[src/rtl/edge_pixel_sink.sv]
// rtl/edge_pixel_sink.sv - raster regeneration and magnitude/threshold sink for the filtered pixel stream
//
// Purpose:
//    Consumes the filtered grayscale stream (valid strobe plus signed data,
//    no coordinates). It rebuilds X/Y raster coordinates and frame markers,
//    converts each pixel to pass-through, magnitude or thresholded form and
//    presents an RGB triplet with X/Y to the frame-buffer write path. It also
//    flags short and overlong frames.
//
// Ports:
//    iCLK     system clock, rising edge
//    iRST     asynchronous active-low reset
//    iFVAL    frame valid; rising edge marks frame start
//    iDVAL    pixel beat strobe, one pixel per cycle
//    iDATA    signed two's-complement filtered pixel
//    iMODE    00 pass, 01 absolute, 10 threshold, 11 inverted threshold
//    iTHRESH  unsigned threshold for modes 10/11
//    oDVAL    output pixel valid (2 cycles after accepted beat)
//    oRed     red channel
//    oGreen   green channel
//    oBlue    blue channel
//    oX       column of output pixel
//    oY       line of output pixel
//    oSOF     high with pixel (0,0)
//    oEOF     high with pixel (WIDTH-1,HEIGHT-1)
//    oERR     one-cycle pulse on short or overlong frame

module edge_pixel_sink #(
   parameter int WIDTH  = 640,
   parameter int HEIGHT = 480,
   parameter int DW     = 12
) (
   input  logic          iCLK,
   input  logic          iRST,
   input  logic          iFVAL,
   input  logic          iDVAL,
   input  logic [DW-1:0] iDATA,
   input  logic [1:0]    iMODE,
   input  logic [DW-1:0] iTHRESH,
   output logic          oDVAL,
   output logic [DW-1:0] oRed,
   output logic [DW-1:0] oGreen,
   output logic [DW-1:0] oBlue,
   output logic [9:0]    oX,
   output logic [9:0]    oY,
   output logic          oSOF,
   output logic          oEOF,
   output logic          oERR
);

   localparam logic [9:0]    X_LAST   = 10'(WIDTH - 1);
   localparam logic [9:0]    Y_LAST   = 10'(HEIGHT - 1);
   localparam logic [DW-1:0] MOST_NEG = {1'b1, {(DW-1){1'b0}}};
   localparam logic [DW-1:0] MOST_POS = {1'b0, {(DW-1){1'b1}}};
   localparam logic [DW-1:0] ALL_ONES = {DW{1'b1}};

   // FRAME_DONE: the EOF pixel has been accepted; further beats before the
   // next frame start are overlong and dropped.
   typedef enum logic {
      FRAME_OPEN,
      FRAME_DONE
   } frame_state_e;

   // Input side / raster state
   logic          fval_q, fval_d;
   logic [9:0]    x_q, x_d;
   logic [9:0]    y_q, y_d;
   frame_state_e  state_q, state_d;
   logic [1:0]    mode_q, mode_d;
   logic [DW-1:0] thresh_q, thresh_d;

   // Stage 1
   logic          s1_valid_q, s1_valid_d;
   logic [DW-1:0] s1_data_q, s1_data_d;
   logic [DW-1:0] s1_mag_q, s1_mag_d;
   logic [9:0]    s1_x_q, s1_x_d;
   logic [9:0]    s1_y_q, s1_y_d;
   logic          s1_sof_q, s1_sof_d;
   logic          s1_eof_q, s1_eof_d;
   logic          s1_err_q, s1_err_d;
   logic [1:0]    s1_mode_q, s1_mode_d;
   logic [DW-1:0] s1_thresh_q, s1_thresh_d;

   // Stage 2 (output registers)
   logic          dval_q, dval_d;
   logic [DW-1:0] pix_q, pix_d;
   logic [9:0]    x_out_q, x_out_d;
   logic [9:0]    y_out_q, y_out_d;
   logic          sof_q, sof_d;
   logic          eof_q, eof_d;
   logic          err_q, err_d;

   // Combinational helpers
   logic          frame_rise;
   logic          beat;
   logic [9:0]    cur_x;
   logic [9:0]    cur_y;
   logic          at_origin;
   logic          at_last;
   logic [DW-1:0] mag;
   logic          hit;

   // Absolute value; the most negative code has no positive twin and
   // saturates to the largest positive value.
   always_comb begin
      mag = iDATA;
      if (iDATA == MOST_NEG) begin
         mag = MOST_POS;
      end else if (iDATA[DW-1]) begin
         mag = -iDATA;
      end
   end

   always_comb begin : stage1_comb
      fval_d     = iFVAL;
      frame_rise = iFVAL & ~fval_q;
      beat       = iFVAL & iDVAL;

      // A frame start zeroes the raster before this cycle's beat is placed.
      cur_x   = frame_rise ? 10'd0 : x_q;
      cur_y   = frame_rise ? 10'd0 : y_q;
      state_d = frame_rise ? FRAME_OPEN : state_q;
      x_d     = cur_x;
      y_d     = cur_y;

      at_origin = (cur_x == 10'd0) && (cur_y == 10'd0);
      at_last   = (cur_x == X_LAST) && (cur_y == Y_LAST);

      mode_d   = mode_q;
      thresh_d = thresh_q;

      s1_valid_d  = 1'b0;
      s1_data_d   = s1_data_q;
      s1_mag_d    = s1_mag_q;
      s1_x_d      = s1_x_q;
      s1_y_d      = s1_y_q;
      s1_sof_d    = 1'b0;
      s1_eof_d    = 1'b0;
      s1_mode_d   = s1_mode_q;
      s1_thresh_d = s1_thresh_q;

      // Counters away from origin at a frame start: previous frame was short.
      s1_err_d = frame_rise && ((x_q != 10'd0) || (y_q != 10'd0));

      if (beat) begin
         if (state_d == FRAME_DONE) begin
            s1_err_d = 1'b1;
         end else begin
            s1_valid_d = 1'b1;
            s1_data_d  = iDATA;
            s1_mag_d   = mag;
            s1_x_d     = cur_x;
            s1_y_d     = cur_y;
            s1_sof_d   = at_origin;
            s1_eof_d   = at_last;

            // Pixel (0,0) already uses the freshly sampled mode/threshold.
            if (at_origin) begin
               mode_d   = iMODE;
               thresh_d = iTHRESH;
            end
            s1_mode_d   = at_origin ? iMODE : mode_q;
            s1_thresh_d = at_origin ? iTHRESH : thresh_q;

            if (at_last) begin
               x_d     = 10'd0;
               y_d     = 10'd0;
               state_d = FRAME_DONE;
            end else if (cur_x == X_LAST) begin
               x_d = 10'd0;
               y_d = cur_y + 10'd1;
            end else begin
               x_d = cur_x + 10'd1;
            end
         end
      end
   end

   always_comb begin : stage2_comb
      hit     = (s1_mag_q >= s1_thresh_q);
      dval_d  = s1_valid_q;
      sof_d   = s1_valid_q & s1_sof_q;
      eof_d   = s1_valid_q & s1_eof_q;
      err_d   = s1_err_q;
      pix_d   = pix_q;
      x_out_d = x_out_q;
      y_out_d = y_out_q;

      if (s1_valid_q) begin
         x_out_d = s1_x_q;
         y_out_d = s1_y_q;
         case (s1_mode_q)
            2'b00:   pix_d = s1_data_q;
            2'b01:   pix_d = s1_mag_q;
            2'b10:   pix_d = hit ? ALL_ONES : '0;
            default: pix_d = hit ? '0 : ALL_ONES;
         endcase
      end
   end

   always_ff @(posedge iCLK or negedge iRST) begin
      if (!iRST) begin
         fval_q      <= 1'b0;
         x_q         <= 10'd0;
         y_q         <= 10'd0;
         state_q     <= FRAME_OPEN;
         mode_q      <= 2'b00;
         thresh_q    <= '0;
         s1_valid_q  <= 1'b0;
         s1_data_q   <= '0;
         s1_mag_q    <= '0;
         s1_x_q      <= 10'd0;
         s1_y_q      <= 10'd0;
         s1_sof_q    <= 1'b0;
         s1_eof_q    <= 1'b0;
         s1_err_q    <= 1'b0;
         s1_mode_q   <= 2'b00;
         s1_thresh_q <= '0;
         dval_q      <= 1'b0;
         pix_q       <= '0;
         x_out_q     <= 10'd0;
         y_out_q     <= 10'd0;
         sof_q       <= 1'b0;
         eof_q       <= 1'b0;
         err_q       <= 1'b0;
      end else begin
         fval_q      <= fval_d;
         x_q         <= x_d;
         y_q         <= y_d;
         state_q     <= state_d;
         mode_q      <= mode_d;
         thresh_q    <= thresh_d;
         s1_valid_q  <= s1_valid_d;
         s1_data_q   <= s1_data_d;
         s1_mag_q    <= s1_mag_d;
         s1_x_q      <= s1_x_d;
         s1_y_q      <= s1_y_d;
         s1_sof_q    <= s1_sof_d;
         s1_eof_q    <= s1_eof_d;
         s1_err_q    <= s1_err_d;
         s1_mode_q   <= s1_mode_d;
         s1_thresh_q <= s1_thresh_d;
         dval_q      <= dval_d;
         pix_q       <= pix_d;
         x_out_q     <= x_out_d;
         y_out_q     <= y_out_d;
         sof_q       <= sof_d;
         eof_q       <= eof_d;
         err_q       <= err_d;
      end
   end

   // All three channels carry the same grayscale-derived value.
   assign oDVAL  = dval_q;
   assign oRed   = pix_q;
   assign oGreen = pix_q;
   assign oBlue  = pix_q;
   assign oX     = x_out_q;
   assign oY     = y_out_q;
   assign oSOF   = sof_q;
   assign oEOF   = eof_q;
   assign oERR   = err_q;

endmodule

[config.mk]
export PLATFORM = sky130hd
export DESIGN_NAME = edge_pixel_sink
export DESIGN_NICKNAME = d
export VERILOG_FILES = /design/src/rtl/edge_pixel_sink.sv
export SDC_FILE = /design/constraint.sdc
export NUM_CORES = 1
export LEC_CHECK = 0
export CORE_ASPECT_RATIO = 0.8
export CORE_MARGIN = 4
export CORE_UTILIZATION = 31
export CTS_CLUSTER_SIZE = 24
export DETAILED_ROUTE_END_ITERATION = 8
export PLACE_DENSITY = 0.54
export SYNTH_ARGS = -nofsm -noshare
export SYNTH_HDL_FRONTEND = slang
export SYNTH_SLANG_ARGS = --single-unit
[constraint.sdc]
create_clock -name iCLK -period 3.2 [get_ports iCLK]
set_input_delay 0.64 -clock iCLK [delete_from_list [all_inputs] [get_ports iCLK]]
set_output_delay 0.64 -clock iCLK [all_outputs]
set_load 0.01 [all_outputs]
After elaboration in Yosys (flattened, before gate mapping)
Cells that the tools add are included.
- bits of input ports: 30
- register bits after elaboration: 120
- output and inout bits: 60
- logic and storage cells: 76
- add/sub/neg operators: 3
- $lt $le $gt $ge: 1
- equality and inequality tests: 5
- mux-type cells: 29
- bitwise gates (word level): 6
- reduce and logical (&&, ||, !) cells: 11
- operators by type and width (kind ; count):
    10-bit 2-to-1 mux ; 10
    12-bit 2-to-1 mux ; 5
    12-bit case mux with 3 select lines ; 1
    10-bit by 1-bit adder with 10-bit output (second input constant) ; 2
    10-bit zero test ; 2
    10-bit nonzero test ; 2
    12-bit == test (second input constant) ; 1
    12-bit >= comparator ; 1
    1-bit 2-to-1 mux ; 12
    12-bit negation ; 1
    10-bit == test (second input constant) ; 1
    10-bit by 9-bit == test with 1-bit output (second input constant) ; 1
    1-bit bitwise AND ; 4
    1-bit logical AND ; 3
    3-bit AND reduction ; 1
    2-bit by 1-bit == test with 1-bit output (second input constant) ; 1
    2-bit == test (second input constant) ; 1
    2-bit zero test ; 1
    2-bit 2-to-1 mux ; 1
    1-bit inverter ; 2
    2-bit AND reduction ; 1
    1-bit logical OR ; 1

Longest topological paths before layout
Gate-level depths: netlist (run 1).
- depth in word-level cells: 8
- gate-level depth with buffers: 13

Least setup slack after synthesis (run 1)
No wires, ideal clock.
- path kind: in2reg
- start: input port iFVAL
- end: register y_q[7]
- buffers on the path: 3
- library setup time: 0.125 ns
- required time: 3.075 ns
- path slack: 0.446 ns
- arrival: 2.629 ns
- stages: 13
- cell sequence: nand2b_4 -> buf_8 -> clkbuf_1 -> nand2_1 -> inv_1 -> ha_1 -> and3_1 -> nand3_1 -> or2_1 -> clkbuf_1 -> nor3_1 -> o21bai_1 -> mux2_2
- cells in the longest elaborated chain, start to end: 7
- elaborated cells on any way between the ends: 13
- those cells by class: add/sub (1); eq/ne (2); mux (7); bitwise (2); reduce/logical (1)
- ends and longest elaborated chain (what ; RTL line ; RTL):
    start, declared ; 35 ; input logic iFVAL,
    1-bit bitwise AND * ; 116 ; frame_rise = iFVAL & ~fval_q;
    10-bit 2-to-1 mux * ; 121 ; cur_y = frame_rise ? 10'd0 : y_q;
    net cur_y[0] ; 97 ; logic [9:0] cur_y;
    10-bit by 1-bit adder with 10-bit output / 10-bit by 9-bit == test with 1-bit output (equally long branches) ; 171, 127 ;
    10-bit 2-to-1 mux / 1-bit logical AND (equally long branches) ; 169, 127 ;
    10-bit 2-to-1 mux * ; 165 ; if (at_last) begin
    10-bit 2-to-1 mux * ; 146 ; if (state_d == FRAME_DONE) begin
    10-bit 2-to-1 mux * ; 145 ; if (beat) begin
    net y_d[7] ; 67 ; logic [9:0] y_q, y_d;
    end signal, assigned ; 229 ; y_q <= y_d;
    end, declared ; 67 ;
The timed path passes the listed nets; every way through them passes the cells marked *.
A chain may end at the register's enable or synchronous reset.

Final worst setup path (run 1)
- start: register s1_mag_q[9]
- end: register pix_q[4], in the netlist oBlue[4]
- cells in the longest elaborated chain, start to end: 3
- elaborated cells on any way between the ends: 4
- those cells by class: order compare (1); mux (3)
- ends and longest elaborated chain (what ; RTL line ; RTL):
    start, declared ; 75 ; logic [DW-1:0] s1_mag_q, s1_mag_d;
    start signal, assigned ; 235 ; s1_mag_q <= s1_mag_d;
    12-bit >= comparator * ; 180 ; hit = (s1_mag_q >= s1_thresh_q);
    12-bit 2-to-1 mux, on equally long branches ; 196, 195 ;
    12-bit case mux with 3 select lines * ; 192 ; case (s1_mode_q)
    end signal, assigned ; 244 ; pix_q <= pix_d;
    end, declared ; 86 ; logic [DW-1:0] pix_q, pix_d;
Mark *: on every way between the ends. The rest lies on a longest branch, timed or not.

==> results of run 1 <==
## sequential cells by signal, summed over array words and instances (netlist names)
signal,flops
oBlue,12
s1_data_q,12
s1_mag_q,12
s1_thresh_q,12
oX,10
oY,10
s1_x_q,10
s1_y_q,10
x_q,10
y_q,10
s1_mode_q,2
dval_d,1
err_d,1
fval_q,1
oDVAL,1
oEOF,1
oERR,1
oSOF,1
s1_eof_q,1
s1_sof_q,1
state_q,1
## layer usage
layer | part of all wire | routed length [µm]
met1 | 0.52 | 7300
met2 | 0.42 | 5890
met3 | 0.047 | 659
met5 | 0 | 0
met4 | 0.013 | 180
## worst min-delay path by stage
stage                          end  slack [ps]
finish              s1_thresh_q[7]         180
global route        s1_thresh_q[7]         200
CTS                 s1_thresh_q[7]         180
detailed placement            oERR         350
global placement              oERR         340
floorplan                     oERR         330
## power by group through the flow
stage / clock, mW / sequential [mW] / combinational, mW
2_1_floorplan: 0 / 1.86 / 0.678
3_3_place_gp: 0 / 1.89 / 1.09
3_5_place_dp: 0 / 1.90 / 1.11
4_1_cts: 2.06 / 1.88 / 1.11
5_1_grt: 2.15 / 1.90 / 1.21
6_report: 2.02 / 1.87 / 1.10
## layout by cell type, fill, tap and decap left out, types with 4 or more instances in the layout
cell             instances
dfrtp_1                120
nand2_1                 95
clkdlybuf4s50_1         88
o21ai_0                 43
nor2_1                  38
mux2_2                  35
inv_1                   20
ha_1                    17
clkbuf_16               17
nand3_1                 16
buf_4                   16
o22ai_1                 14
xnor2_1                 11
nor4_1                   8
nand4_1                  8
nor3_1                   8
a21oi_1                  8
a21o_1                   5
a31oi_1                  4
xor2_1                   4
and2_1                   4
clkinvlp_4               4
bufinv_16                4
## per-stage QoR
| step | instance area, µm² | setup WS [ps] | hold WS (ps) | utilization |
|---|---|---|---|---|
| finish | 7330 | 527 | 176 | 0.405 |
| global route | 7330 | 328 | 198 | 0.405 |
| CTS | 7330 | 508 | 180 | 0.405 |
| detailed placement | 6700 | 134 | 347 | 0.370 |
| global placement | 6700 | 242 | 340 | 0.370 |
| floorplan | 5700 | 446 | 331 | - |
## area by class of cell
cell class	count	area, µm²
clock buffer	20	457
fill	1731	10800
timing repair buffer	105	1020
clock inverter	12	174
multi-input combinational	365	2310
inverter	21	78.8
sequential	120	3000
tap	230	288
## logic make-up (layout without fill, tap and decap cells)
group / count (synthesis) / in the layout / synth area share
adders and majority gates: 17 / 17 / 0.0373
AOI/OAI and AO/OA: 98 / 98 / 0.106
and+or+nand+nor: 198 / 198 / 0.166
xor gates and xnor gates: 15 / 15 / 0.0231
buffers and inverters: 74 / 158 / 0.0678
muxes: 37 / 37 / 0.0727
DFF: 120 / 120 / 0.527
## worst max-delay path, cell delays in order (launching register included)
cell and delay, ps:
dfrtp_1 440, ha_1 340, a21o_1 180, a21o_1 170, a221o_1 360, or3_1 360
a21oi_2 550, nor2_1 110
==> key figures, run 1 <==
Outcome
  – Status: completed

Finish
  – Finished Layout Cells: 873
  – Layout Nets: roughly 680
  – Area delta synth->final: 28.6%
  – ANT cells: 0
  – Fraction of layout cells with a size suffix above 1: 0.146

Global route
  – GR peak layer: met1
  – Vias in the first global route: 4176
  – Largest net degree at the start of global routing: 59
  – Total global routing track utilization: 0.139
  – First-pass GRT wire length: approximately 23000 µm
  – Grt met1 use: 0.212
  – Met3 Resource Use GR: 0.0369
  – Initial antenna violation count: 0
  – Grt total ovfl: 0
  – Met2 Usage GRT: 0.188

Pwr
  – Int Pwr: 3.66 mW
  – Clock group share of total power: 0.405
  – Leak: 3.28 nW
  – Pwr Total: 4.99 mW
  – Comb pwr share: 0.220
  – Switch Pwr: roughly 1.3 mW
  – Sequential group share of total power: 0.375
  – VDD IR-drop max: 0.355 mV
  – Pwr Density: 681 mW/mm²
  – Switching share of power: 0.268

Timing
  – Worst Skew: 8.82 ps
  – Worst Tran Pin Value: 734 ps
  – Slew headroom: 0.510
  – Setup TNS: 0 ps
  – Final max-slew violation count: 0
  – Final setup fails: 0
  – Fmax: 0.374 GHz
  – RSZ-0062 raised after global routing: no
  – Fin. Hold Viols: 0
  – Min Tclk post-route: 2670 ps
  – Period utilization: 0.835

Critical path
  – CP required: 3460 ps
  – Crit. Startpoint: s1_mag_q[9]
  – R2R setup slack: 530 ps
  – Crit path to: oBlue[4]
  – CP startpoint kind: flop
  – Worst EP arrival: 2940 ps
  – RR Endpoint: oBlue[4]
  – CP Class: flop to flop
  – FF-to-FF path depth: 7
  – Crit end category: flop
  – Critical path peak fanout: 12
  – Reg2Reg Launch Point: s1_mag_q[9]

Route
  – DRT Wirelength: 14000 µm
  – Drt first-iter violations: 292
  – Routed len/inst: 16.1 µm
  – Router iterations before antenna repair: 5
  – Vias per cell: between 4 and 5
  – Routed via count: 4278
  – DRT antenna net count: 0
  – DRC Markers: 0

Clock tree
  – Post-CTS Setup Inserts: 0
  – Clk root buf: clkbuf_16
  – PostCTS Resize Cnt: 0
  – CTS tree: built
  – Clk slew on worst S/H paths: 60 ps
  – CTS buffer count: 17
  – Hold buffers post-CTS: 0
  – CTS Sinks: 120
  – Clock latency on the worst-skew pair: 420 ps
  – H-tree depth: 4
  – Max clock buf depth: 2

Place
  – HPWL after detailed placement: 10200 µm
  – GPL Wtd Cong: 0.844
  – Placed Cells: 841
  – PortBufs: 89

Floorplanning
  – Core Area: 0.0181 mm²
  – Rows: 44
  – Die area: 0.0206 mm²
  – Height of the die: 129 µm
  – Starting Density: 0.315
  – Io pins: 90
  – Die width: 160 µm

Min path
  – Hold WC Path Type: input port to async pin

Synth
  – Distinct cells, synth: 56
  – Seq cells post-synth: between 100 and 150
  – Syn_nets: 606
  – Syn_area_per_cell: 10.2 µm²
  – Total number of yosys warnings: 0
  – Seq/Total Area, Yosys: 0.527
  – Ranking of synthesized cells by area: dfrtp_1, mux2_2, nand2_1, o21ai_0, ha_1
  – Cell count after synthesis: 559
  – Async S/R FF share, synth: 1.00
  – Synth area leader: dfrtp_1
  – Synth top area share: 0.527
  – Ys flop type: dfrtp_1
  – Post-synth EDFFs: 0
  – Count leader, synth: dfrtp_1
  – Mapped Area: about 0.0057 mm²
  – Top post-synthesis cells by count: dfrtp_1, nand2_1, o21ai_0, nor2_1, mux2_2

Job
  – Total of max-cap violations: 0
Power figures use the tool's default switching activity.
==> run 2: changes to the inputs <==
==> constraint.sdc (replaced) <==
create_clock -name iCLK -period 2.5 [get_ports iCLK]
set_input_delay 0.5 -clock iCLK [delete_from_list [all_inputs] [get_ports iCLK]]
set_output_delay 0.5 -clock iCLK [all_outputs]
set_load 0.01 [all_outputs]
==> key figures, run 2 (synthesis results as in run 1) <==
Clock tree
  – Clock latency on the worst-skew pair: 410 ps
  – CTS Sinks: between 100 and 150
  – Clk root buf: clkbuf_16
  – H-tree depth: 4
  – CTS tree: built
  – PostCTS Resize Cnt: 0
  – CTS buffer count: 17
  – Clk slew on worst S/H paths: roughly 50 ps
  – Post-CTS Setup Inserts: 0
  – Hold buffers post-CTS: 0
  – Max clock buf depth: 2

Global route
  – Grt met1 use: 0.215
  – GR peak layer: met1
  – Total global routing track utilization: 0.143
  – Initial antenna violation count: 0
  – Vias in the first global route: 4411
  – Largest net degree at the start of global routing: 46
  – First-pass GRT wire length: 23400 µm
  – Grt total ovfl: 0
  – Met2 Usage GRT: 0.199
  – Met3 Resource Use GR: 0.0293

Critical path
  – CP max stage cell: dfrtp_1
  – Cell depth of the worst setup path: 8
  – CP Class: flop to flop
  – CP peak stage delay: 450 ps
  – Crit path to: oBlue[6]
  – RR Endpoint: oBlue[6]
  – Buf+Inv Stages, Crit Path: 1
  – FF-to-FF path depth: 8
  – R2R setup slack: approximately 110 ps
  – CP required: between 2000 and 3000 ps
  – Crit end category: flop
  – CP dominant cell by count: a21o_1
  – Worst EP arrival: approximately 2700 ps
  – Reg2Reg Launch Point: s1_mag_q[9]
  – CP startpoint kind: flop
  – Crit. Startpoint: s1_mag_q[9]
  – Critical path peak fanout: 12
  – Cell family with most CP delay: compound AO/OA/AOI/OAI gates
  – Worst path cell trace: ha_1 -> a21o_1 -> a21o_1 -> a221o_1 -> or3_1 -> a21oi_2 -> buf_12 -> nor2_1

Timing
  – RSZ-0062 raised after global routing: no
  – Fmax: 0.418 GHz
  – Fin. Hold Viols: 0
  – Slew headroom: 0.559
  – Min Tclk post-route: 2390 ps
  – Final max-slew violation count: 0
  – Worst Skew: 7.70 ps
  – Worst Tran Pin Value: 662 ps
  – Final setup fails: 0
  – Hold_ws: 69.4 ps
  – Period utilization: 0.957

Finish
  – Layout fillers: about 1700
  – Commonest non-fill, non-tap cell in the layout: dfrtp_1
  – Most frequent cells in the layout: dfrtp_1, nand2_1, clkdlybuf4s50_1
  – Final Util: 0.414
  – Fraction of layout cells with a size suffix above 1: 0.169
  – Layout Nets: 697
  – Multi-input logic area: roughly 0.0023 mm²
  – Area delta synth->final: 31.4%
  – ANT cells: 0
  – Seq. cell area: 0.00300 mm²

Pwr
  – Switch Pwr: roughly 1.7 mW
  – Switching share of power: 0.269
  – Clock group share of total power: 0.390
  – Leak: 3.39 nW
  – Sequential group share of total power: 0.380
  – Comb pwr share: 0.230
  – Int Pwr: 4.60 mW
  – Pwr Density: between 800 and 900 mW/mm²
  – VDD IR-drop max: 0.477 mV

Route
  – DRT Wirelength: 14400 µm
  – DRT antenna net count: 0
  – Vias per cell: 4.82
  – DRC Markers: 0
  – Routed len/inst: 16.1 µm
  – Routed via count: 4304
  – Drt first-iter violations: 268
  – Router iterations before antenna repair: 4

Place
  – HPWL after detailed placement: ~11000 µm
  – GPL Wtd Cong: around 0.85
  – PortBufs: 89

Floorplanning
  – Rows: 44
  – Height of the die: 129 µm
  – Starting Density: 0.315
  – Die width: 160 µm
  – Core Area: around 0.018 mm²
  – Die area: 0.0206 mm²
  – Io pins: 90

Job
  – Total of max-cap violations: 0

Min path
  – Hold WC Path Type: input port to async pin

Outcome
  – Status: completed
[run 2: layout make-up]
cell class | count | area share
clock inverters | 10 | 0.0167
multi-input cells | 365 | 0.308
inverters | 21 | 0.0105
well taps | 230 | 0.0384
flip-flops and latches | 120 | 0.401
clock buffers | 22 | 0.0620
repair buffers | 125 | 0.163
[run 2: worst min path at each step]
stage               end  slack, ps  depth (start not counted)
2_1_floorplan    dval_d        200                          0
3_3_place_gp       oERR        340                          0
3_5_place_dp       oERR        340                          0
4_1_cts        s1_sof_q         80                          1
5_1_grt        s1_sof_q        110                          1
6_report       s1_sof_q         70                          1
[run 2: routing by layer]
layer / wire length [µm] / share of wire
met5: 0 / 0
met3: 692 / 0.048
met4: 221 / 0.015
met1: 7590 / 0.53
met2: 5900 / 0.41
[run 2: per-stage QoR]
stage / TNS [ps] / setup slack [ps] / total power, mW / area, µm² / std cells
2_1_floorplan: 0 / 11.5 / 3.25 / 5700 / 559
3_3_place_gp: -590 / -186 / 3.85 / 6900 / 861
3_5_place_dp: -1190 / -250 / 3.88 / 6900 / 861
4_1_cts: 0 / 115 / 6.37 / 7490 / 893
5_1_grt: 0 / 3.98 / 6.61 / 7490 / 893
6_report: 0 / 108 / 6.29 / 7490 / 893
[run 2: power by group through the flow]
| stage | clock (mW) | combinational (mW) | sequential [mW] |
|---|---|---|---|
| CTS | 2.51 | 1.46 | 2.40 |
| detailed placement | 0 | 1.46 | 2.43 |
| global placement | 0 | 1.44 | 2.41 |
| floorplan | 0 | 0.868 | 2.38 |
| finish | 2.46 | 1.45 | 2.39 |
| global route | 2.60 | 1.58 | 2.43 |
